**src/rtl/hilo_pkg.sv**
```systemverilog
// -----------------------------------------------------------------------------
// hilo_pkg
// Shared definitions for the HI/LO multiply/divide sequencer:
//   - operation codes presented by the execute stage on op_i
//   - FSM state encoding used by hilo_muldiv_ctrl
//   - default datapath width and the last iteration index
//   - helper that classifies signed operations
// -----------------------------------------------------------------------------
package hilo_pkg;

   localparam int unsigned HILO_WIDTH = 32;
   localparam int unsigned ITER_LAST  = HILO_WIDTH - 1;

   typedef enum logic [2:0] {
      OP_NONE  = 3'd0,
      OP_MULT  = 3'd1,
      OP_MULTU = 3'd2,
      OP_DIV   = 3'd3,
      OP_DIVU  = 3'd4,
      OP_MTHI  = 3'd5,
      OP_MTLO  = 3'd6
   } op_e;

   typedef enum logic [2:0] {
      IDLE = 3'd0,
      MUL  = 3'd1,
      DIV  = 3'd2,
      FIX  = 3'd3,
      WB   = 3'd4
   } state_e;

   function automatic logic op_is_signed(input op_e op);
      return (op == OP_MULT) || (op == OP_DIV);
   endfunction

endpackage : hilo_pkg

```
**src/rtl/muldiv_iter.sv**
```systemverilog
// -----------------------------------------------------------------------------
// muldiv_iter
// Radix-2 iterative engine shared by multiply and divide, one bit per cycle.
//   Multiply : shift-add. acc = {partial_hi, multiplier}; the multiplicand is
//              added into the upper half when acc[0] is set, then the whole
//              accumulator shifts right. After WIDTH steps acc = product.
//   Divide   : restoring division. acc = {remainder, dividend/quotient}; each
//              step shifts left and subtracts the divisor when it fits. After
//              WIDTH steps acc = {remainder, quotient}.
// Ports:
//   clk, rst      clock, asynchronous active-high reset
//   load_i        initialise accumulator/operand/counter for a new operation
//   is_div_i      mode for the operation being loaded (1 = divide)
//   step_i        perform one iteration
//   a_i, b_i      magnitudes: multiplicand/multiplier or dividend/divisor
//   acc_o         2*WIDTH accumulator
//   last_o        the current step is the final iteration
// -----------------------------------------------------------------------------
module muldiv_iter
   import hilo_pkg::*;
#(
   parameter int unsigned WIDTH = HILO_WIDTH,
   parameter int unsigned LAST  = ITER_LAST
) (
   input  logic                 clk,
   input  logic                 rst,
   input  logic                 load_i,
   input  logic                 is_div_i,
   input  logic                 step_i,
   input  logic [WIDTH-1:0]     a_i,
   input  logic [WIDTH-1:0]     b_i,
   output logic [2*WIDTH-1:0]   acc_o,
   output logic                 last_o
);

   localparam int unsigned CNT_W = (WIDTH > 1) ? $clog2(WIDTH) : 1;

   logic [2*WIDTH-1:0] acc_q, acc_d;
   logic [WIDTH-1:0]   opnd_q;
   logic               is_div_q;
   logic [CNT_W-1:0]   cnt_q;

   logic [WIDTH-1:0]   hi_w, lo_w;
   logic [WIDTH:0]     sum_w, rem_sh_w, diff_w;
   logic [2*WIDTH-1:0] mul_next_w, div_next_w;

   assign hi_w = acc_q[2*WIDTH-1:WIDTH];
   assign lo_w = acc_q[WIDTH-1:0];

   // Multiply step: conditional add keeps its carry, which shifts into the top.
   assign sum_w      = {1'b0, hi_w} + ({(WIDTH+1){lo_w[0]}} & {1'b0, opnd_q});
   assign mul_next_w = {sum_w, lo_w[WIDTH-1:1]};

   // Divide step: a borrow out of the trial subtract means "restore".
   assign rem_sh_w   = {hi_w, lo_w[WIDTH-1]};
   assign diff_w     = rem_sh_w - {1'b0, opnd_q};
   assign div_next_w = diff_w[WIDTH] ? {rem_sh_w[WIDTH-1:0], lo_w[WIDTH-2:0], 1'b0}
                                     : {diff_w[WIDTH-1:0],   lo_w[WIDTH-2:0], 1'b1};

   assign acc_d  = is_div_q ? div_next_w : mul_next_w;
   assign acc_o  = acc_q;
   assign last_o = (cnt_q == CNT_W'(LAST));

   // NOTE: sequential state uses non-blocking assignments so every register
   // samples pre-edge values regardless of statement order.
   always_ff @(posedge clk or posedge rst) begin
      if (rst) begin
         acc_q    <= '0;
         opnd_q   <= '0;
         is_div_q <= 1'b0;
         cnt_q    <= '0;
      end else if (load_i) begin
         acc_q    <= {{WIDTH{1'b0}}, (is_div_i ? a_i : b_i)};
         opnd_q   <= is_div_i ? b_i : a_i;
         is_div_q <= is_div_i;
         cnt_q    <= '0;
      end else if (step_i) begin
         acc_q    <= acc_d;
         cnt_q    <= cnt_q + 1'b1;
      end
   end

endmodule : muldiv_iter

```
**src/rtl/hilo_muldiv_ctrl.sv**
```systemverilog
// -----------------------------------------------------------------------------
// hilo_muldiv_ctrl
// HI/LO sequencer: accepts MULT/MULTU/DIV/DIVU/MTHI/MTLO from execute, runs the
// iterative engine, fixes up signs and emits one active-low write strobe that
// carries both HI and LO.
// Ports:
//   clk, rst               clock, asynchronous active-high reset
//   start_i, op_i          request valid / operation code (sampled in IDLE)
//   rs_i, rt_i             operands; rs_i is also the MTHI/MTLO source
//   hi_cur_i, lo_cur_i     current HI/LO (preserved half for MTLO/MTHI)
//   flush_i                abort an in-flight operation without writing
//   busy_o                 pipeline stall request
//   hilo_we_o              HI/LO write strobe, active low
//   hi_o, lo_o             write data, held between strobes
// -----------------------------------------------------------------------------
module hilo_muldiv_ctrl
   import hilo_pkg::*;
#(
   parameter int unsigned WIDTH     = HILO_WIDTH,
   parameter bit          DIV0_FAST = 1'b1
) (
   input  logic             clk,
   input  logic             rst,
   input  logic             start_i,
   input  logic [2:0]       op_i,
   input  logic [WIDTH-1:0] rs_i,
   input  logic [WIDTH-1:0] rt_i,
   input  logic [WIDTH-1:0] hi_cur_i,
   input  logic [WIDTH-1:0] lo_cur_i,
   input  logic             flush_i,
   output logic             busy_o,
   output logic             hilo_we_o,
   output logic [WIDTH-1:0] hi_o,
   output logic [WIDTH-1:0] lo_o
);

   state_e             state_q, state_d;
   logic               sign_q, sign_d;     // product / quotient sign
   logic               rsign_q, rsign_d;   // remainder sign (dividend sign)
   logic               div0_q, div0_d;
   logic               is_div_q, is_div_d;
   logic [WIDTH-1:0]   rs_q, rs_d;         // raw dividend for divide-by-zero
   logic [WIDTH-1:0]   hi_q, hi_d;
   logic [WIDTH-1:0]   lo_q, lo_d;

   op_e                op_w;
   logic               sa_w, sb_w, op_div_w, rt_zero_w;
   logic [WIDTH-1:0]   a_abs_w, b_abs_w;
   logic               iter_load, iter_step, iter_last;
   logic [2*WIDTH-1:0] acc_w, prod_fix_w;
   logic [WIDTH-1:0]   quot_fix_w, rem_fix_w;

   assign op_w      = op_e'(op_i);
   assign sa_w      = op_is_signed(op_w) & rs_i[WIDTH-1];
   assign sb_w      = op_is_signed(op_w) & rt_i[WIDTH-1];
   assign a_abs_w   = sa_w ? -rs_i : rs_i;
   assign b_abs_w   = sb_w ? -rt_i : rt_i;
   assign op_div_w  = (op_w == OP_DIV) || (op_w == OP_DIVU);
   assign rt_zero_w = (rt_i == '0);

   muldiv_iter #(
      .WIDTH (WIDTH),
      .LAST  (WIDTH - 1)
   ) u_iter (
      .clk      (clk),
      .rst      (rst),
      .load_i   (iter_load),
      .is_div_i (op_div_w),
      .step_i   (iter_step),
      .a_i      (a_abs_w),
      .b_i      (b_abs_w),
      .acc_o    (acc_w),
      .last_o   (iter_last)
   );

   // Sign fix-up. Negating the magnitude of 0x80000000 wraps to itself, which
   // gives the expected 0x80000000 / -1 result without a special case.
   assign prod_fix_w = sign_q  ? -acc_w : acc_w;
   assign quot_fix_w = sign_q  ? -acc_w[WIDTH-1:0] : acc_w[WIDTH-1:0];
   assign rem_fix_w  = rsign_q ? -acc_w[2*WIDTH-1:WIDTH] : acc_w[2*WIDTH-1:WIDTH];

   // NOTE: every signal driven here gets a default first so no path leaves it
   // unassigned, which would otherwise infer a latch.
   always_comb begin
      state_d   = state_q;
      sign_d    = sign_q;
      rsign_d   = rsign_q;
      div0_d    = div0_q;
      is_div_d  = is_div_q;
      rs_d      = rs_q;
      hi_d      = hi_q;
      lo_d      = lo_q;
      iter_load = 1'b0;
      iter_step = 1'b0;

      case (state_q)
         IDLE: begin
            if (start_i && !flush_i) begin
               // Captured for every accepted op; only mul/div consume them.
               sign_d   = sa_w ^ sb_w;
               rsign_d  = sa_w;
               div0_d   = rt_zero_w;
               is_div_d = op_div_w;
               rs_d     = rs_i;
               case (op_w)
                  OP_MULT, OP_MULTU: begin
                     iter_load = 1'b1;
                     state_d   = MUL;
                  end
                  OP_DIV, OP_DIVU: begin
                     iter_load = 1'b1;
                     state_d   = (DIV0_FAST && rt_zero_w) ? FIX : DIV;
                  end
                  OP_MTHI: begin
                     hi_d    = rs_i;
                     lo_d    = lo_cur_i;
                     state_d = WB;
                  end
                  OP_MTLO: begin
                     hi_d    = hi_cur_i;
                     lo_d    = rs_i;
                     state_d = WB;
                  end
                  default: ;
               endcase
            end
         end
         MUL, DIV: begin
            if (flush_i) begin
               state_d = IDLE;
            end else begin
               iter_step = 1'b1;
               if (iter_last) state_d = FIX;
            end
         end
         FIX: begin
            if (flush_i) begin
               state_d = IDLE;
            end else begin
               if (!is_div_q) begin
                  hi_d = prod_fix_w[2*WIDTH-1:WIDTH];
                  lo_d = prod_fix_w[WIDTH-1:0];
               end else if (div0_q) begin
                  hi_d = rs_q;
                  lo_d = '1;
               end else begin
                  hi_d = rem_fix_w;
                  lo_d = quot_fix_w;
               end
               state_d = WB;
            end
         end
         WB:      state_d = IDLE;
         default: state_d = IDLE;
      endcase
   end

   always_ff @(posedge clk or posedge rst) begin
      if (rst) begin
         state_q  <= IDLE;
         sign_q   <= 1'b0;
         rsign_q  <= 1'b0;
         div0_q   <= 1'b0;
         is_div_q <= 1'b0;
         rs_q     <= '0;
         hi_q     <= '0;
         lo_q     <= '0;
      end else begin
         state_q  <= state_d;
         sign_q   <= sign_d;
         rsign_q  <= rsign_d;
         div0_q   <= div0_d;
         is_div_q <= is_div_d;
         rs_q     <= rs_d;
         hi_q     <= hi_d;
         lo_q     <= lo_d;
      end
   end

   // Decoded from the state register so reset takes effect immediately.
   assign busy_o    = (state_q == MUL) || (state_q == DIV) || (state_q == FIX);
   assign hilo_we_o = (state_q != WB);
   assign hi_o      = hi_q;
   assign lo_o      = lo_q;

endmodule : hilo_muldiv_ctrl

```
**config.mk**
```make
export PLATFORM = sky130hd
export DESIGN_NAME = hilo_muldiv_ctrl
export DESIGN_NICKNAME = d
export VERILOG_FILES = /design/src/rtl/hilo_pkg.sv /design/src/rtl/muldiv_iter.sv /design/src/rtl/hilo_muldiv_ctrl.sv
export SDC_FILE = /design/constraint.sdc
export NUM_CORES = 1
export LEC_CHECK = 0
export ABC_AREA = 1
export CAP_MARGIN = 5
export CORE_MARGIN = 2
export CORE_UTILIZATION = 45
export DETAILED_ROUTE_END_ITERATION = 6
export PLACE_DENSITY = 0.65
export SETUP_SLACK_MARGIN = 0.5
export SYNTH_ARGS = -nofsm -noshare
export SYNTH_HDL_FRONTEND = slang
export SYNTH_SLANG_ARGS = --single-unit
```
**constraint.sdc**
```tcl
create_clock -name clk -period 7.2 [get_ports clk]
set_clock_uncertainty 0.05 [all_clocks]
set_input_delay 0.72 -clock clk [delete_from_list [all_inputs] [get_ports clk]]
set_output_delay 0.72 -clock clk [all_outputs]
set_load 0.01 [all_outputs]
```
==> results.toml <==
[status]
status = "finished with violations"
violations = "DRC"

[power_and_ir_drop]
combPwrFrac = 0.639
pwr_density_cell_nw_per_um2 = 450
p_sw_frac = 0.562
leakagePower_nw = 11.8
internal_power_mw = 4.73
p_clk_frac = 0.131
peakVddDrop_v = 0.000193
pwr-share-seq = 0.229
power_switching_mw = 6.07

[yosys]
synth.ff_latch_count = 205
synth_flop_cell = "dfrtp_1"
synth_cells = 3543
syn_avg_cell_area_sq_um = 5.90
synth_cell_types = 53
ys_seq_area_frac = 0.245
netlist_area_sq_um = 20900
synth-warning-count = 0
synth-edff-count = 0
async_reset_ff_frac = 1.00
synth.net_count = 3750

[routing]
drtAntennaViolNets = 0
initialDrtViolationCount = 3351
drc = 8
dr_total_vias = 25200
drt_wl_total_mm = 98.7
drt-pass1-iter-count = 7
vias_per_cell = 5.92
wl_per_cell_um = 23.2

[sta]
hold_viol_final = 0
finalMaxSlewViolations = 0
setup_ws_ns = 3.61
timing.slew.headroom = 0.265
setup_tns_ns = 0
fin_crit_ns = 3.59
max_freq_mhz = 278
worstMarginPinSlew_ns = 1.10
fin_crit_sh = 0.499
rsz0062_at_grt = "no"
finalSetupViolCount = 0

[final_layout]
nets = 3849
utilization = 0.527
final_common_cell = "nand2_1"
synthToLayoutAreaGrowth_pct = 14.8
final_cell_mix = "nand2_1, inv_1, nand3_1"
drive_gt1_frac = 0.0380
n_fill_cell = 4805

[placement]
place.gp.congestion = 1.05
dp_slack_ns = 3.21
port_buffers = 200
hpwlAfterDp_mm = 77.8

[floorplanning]
core-area_sq_um = 45600
initial_core_util = 0.459
dieArea_sq_um = 48200
rows = 78
fp.dieH_um = 220
pin_count = 201
die_x_um = 220

[worst_setup_path]
r2r_slack_ns = 3.61
worstSetupStartpointType = "flip-flop"
reg2reg_to = "u_iter.acc_o[39]"
crit_required_ns = 7.64
cp.arrival_ns = 4.03
cp_max_fo = 31
timing.rr.start = "u_iter.acc_o[31]"
endpoint_kind = "flip-flop"
rr_worst_depth = 17
path_class = "reg2reg"

[global_route]
first_global_vias = 23200
antenna_found_initial = 2
grt.total_usage = 0.402
grt-ovfl-total = 0
grt_max_degree = 96
grt_pass1_wl_mm = 144

[job]
maxCapViolCount = 0

[clock_network]
cts.sinks = 205
holdBufCountCts = 0
cts_made_buffers = 27
cts_root_buffer = "clkbuf_16"
cts_resized = 0
tritoncts = "done"
path_clk_slew_ns = 0.07
max-clock-path-buffers = 3
clkLatencyLatePin_ns = 0.60
post_cts_buffers = 0
h-tree-depth = 1

[worst_hold_path]
hold_start = "u_iter.cnt_q[2]"
min_path_type = "reg2reg"
holdPathStages = 1
min_to = "u_iter.cnt_q[2]"
[synth_stat cells (all sizes together) (31+ instances only)]
cell	number	area (sq um)
nor3	31	171
buf	74	430
clkbuf	76	285
inv	430	1620
nand2	1172	4430
nand4	32	200
ha	70	876
nor2	368	1520
o211ai	58	435
xor2	73	639
o21ai	258	1290
dfrtp	205	5130
nand3	367	1850
a21oi	183	920
[cell type report]
type                            count  area (sq um)  area share
Sequential cell                   205          5130       0.214
Clock buffer                       33           748      0.0312
Clock inverter                     10           145     0.00605
Multi-Input combinational cell   2756         13400       0.560
Timing Repair Buffer              220          2150      0.0896
Inverter                          432          1640      0.0681
Tap cell                          600           751      0.0313
Antenna cell                        2          5.00    0.000208
[worst max-delay path: stages (launching register included)]
cell and delay (ns):
dfrtp_1 0.53, inv_1 0.18, ha_1 0.27, fa_1 0.42, inv_1 0.15, nand2_1 0.06
nand2_1 0.10, nand3_1 0.09, nand2_2 0.11, nand2_1 0.07, nand2_2 0.10, nand2_2 0.10
nand3_1 0.15, nand2_4 0.24, nor2_1 0.44, nand2_1 0.22, nand3b_1 0.14, nand2_1 0.05
[layer usage]
metal / global-route usage / vias to the layer above / wire [um]
met1: 0.548 / 11900 / 40900
met2: 0.604 / 1427 / 42300
met4: 0.200 / 0 / 5470
met3: 0.0796 / 255 / 10100
met5: 0 / - / 0
li1: - / 11700 / -
[sequential cells by signal, indices dropped and copies added, names as in the netlist]
register         cells
u_iter.acc_o        64
hi_o                32
lo_o                32
rs_q                32
u_iter.opnd_q       32
u_iter.cnt_q         5
state_q              3
div0_q               1
is_div_q             1
rsign_q              1
sign_q               1
u_iter.is_div_q      1
[per-stage QoR]
stage                     instances  area, sq um  hold slack (ns)  power [mW]
final                          4258        24000            0.428        10.8
after global routing           4256        24000            0.451        11.5
after CTS                      4256        24000            0.428        10.5
after detailed placement       4213        23100            0.417        9.10
after global placement         4213        23100            0.413        9.04
after floorplan                3543        20900            0.396        6.62
[cells by family (layout without fill, tap and decap cells)]
logic type / after synthesis / in the layout / synth area share
buffers and inverters: 582 / 695 / 0.112
other: 0 / 2 / 0
AND/OR/NAND/NOR: 2008 / 2008 / 0.403
AO/OA/AOI/OAI: 589 / 589 / 0.159
adder cells (fa/ha/maj): 72 / 72 / 0.0438
flip-flops: 205 / 205 / 0.245
XOR/XNOR: 87 / 87 / 0.0365
[how the worst max path moves through the flow]
stage                           startpoint               end  slack [ns]  cells after the start
final                     u_iter.acc_o[31]  u_iter.acc_o[39]        3.61                     17
after global placement             flush_i  u_iter.acc_o[13]        3.22                     12
after detailed placement           flush_i   u_iter.acc_o[0]        3.21                     12
after CTS                 u_iter.acc_o[31]  u_iter.acc_o[39]        3.69                     17
after global routing      u_iter.acc_o[31]  u_iter.acc_o[39]        3.45                     17
after floorplan                        rst            div0_q        0.83                      1
[power by group through the flow]
| stage | registers (mW) | logic [mW] | clock network (mW) |
|---|---|---|---|
| finish | 2.48 | 6.91 | 1.42 |
| global route | 2.50 | 7.54 | 1.46 |
| CTS | 2.43 | 6.70 | 1.41 |
| detailed placement | 2.44 | 6.66 | 0 |
| global placement | 2.43 | 6.61 | 0 |
| floorplan | 2.12 | 4.50 | 0 |
(Power assumes the default switching activity.)
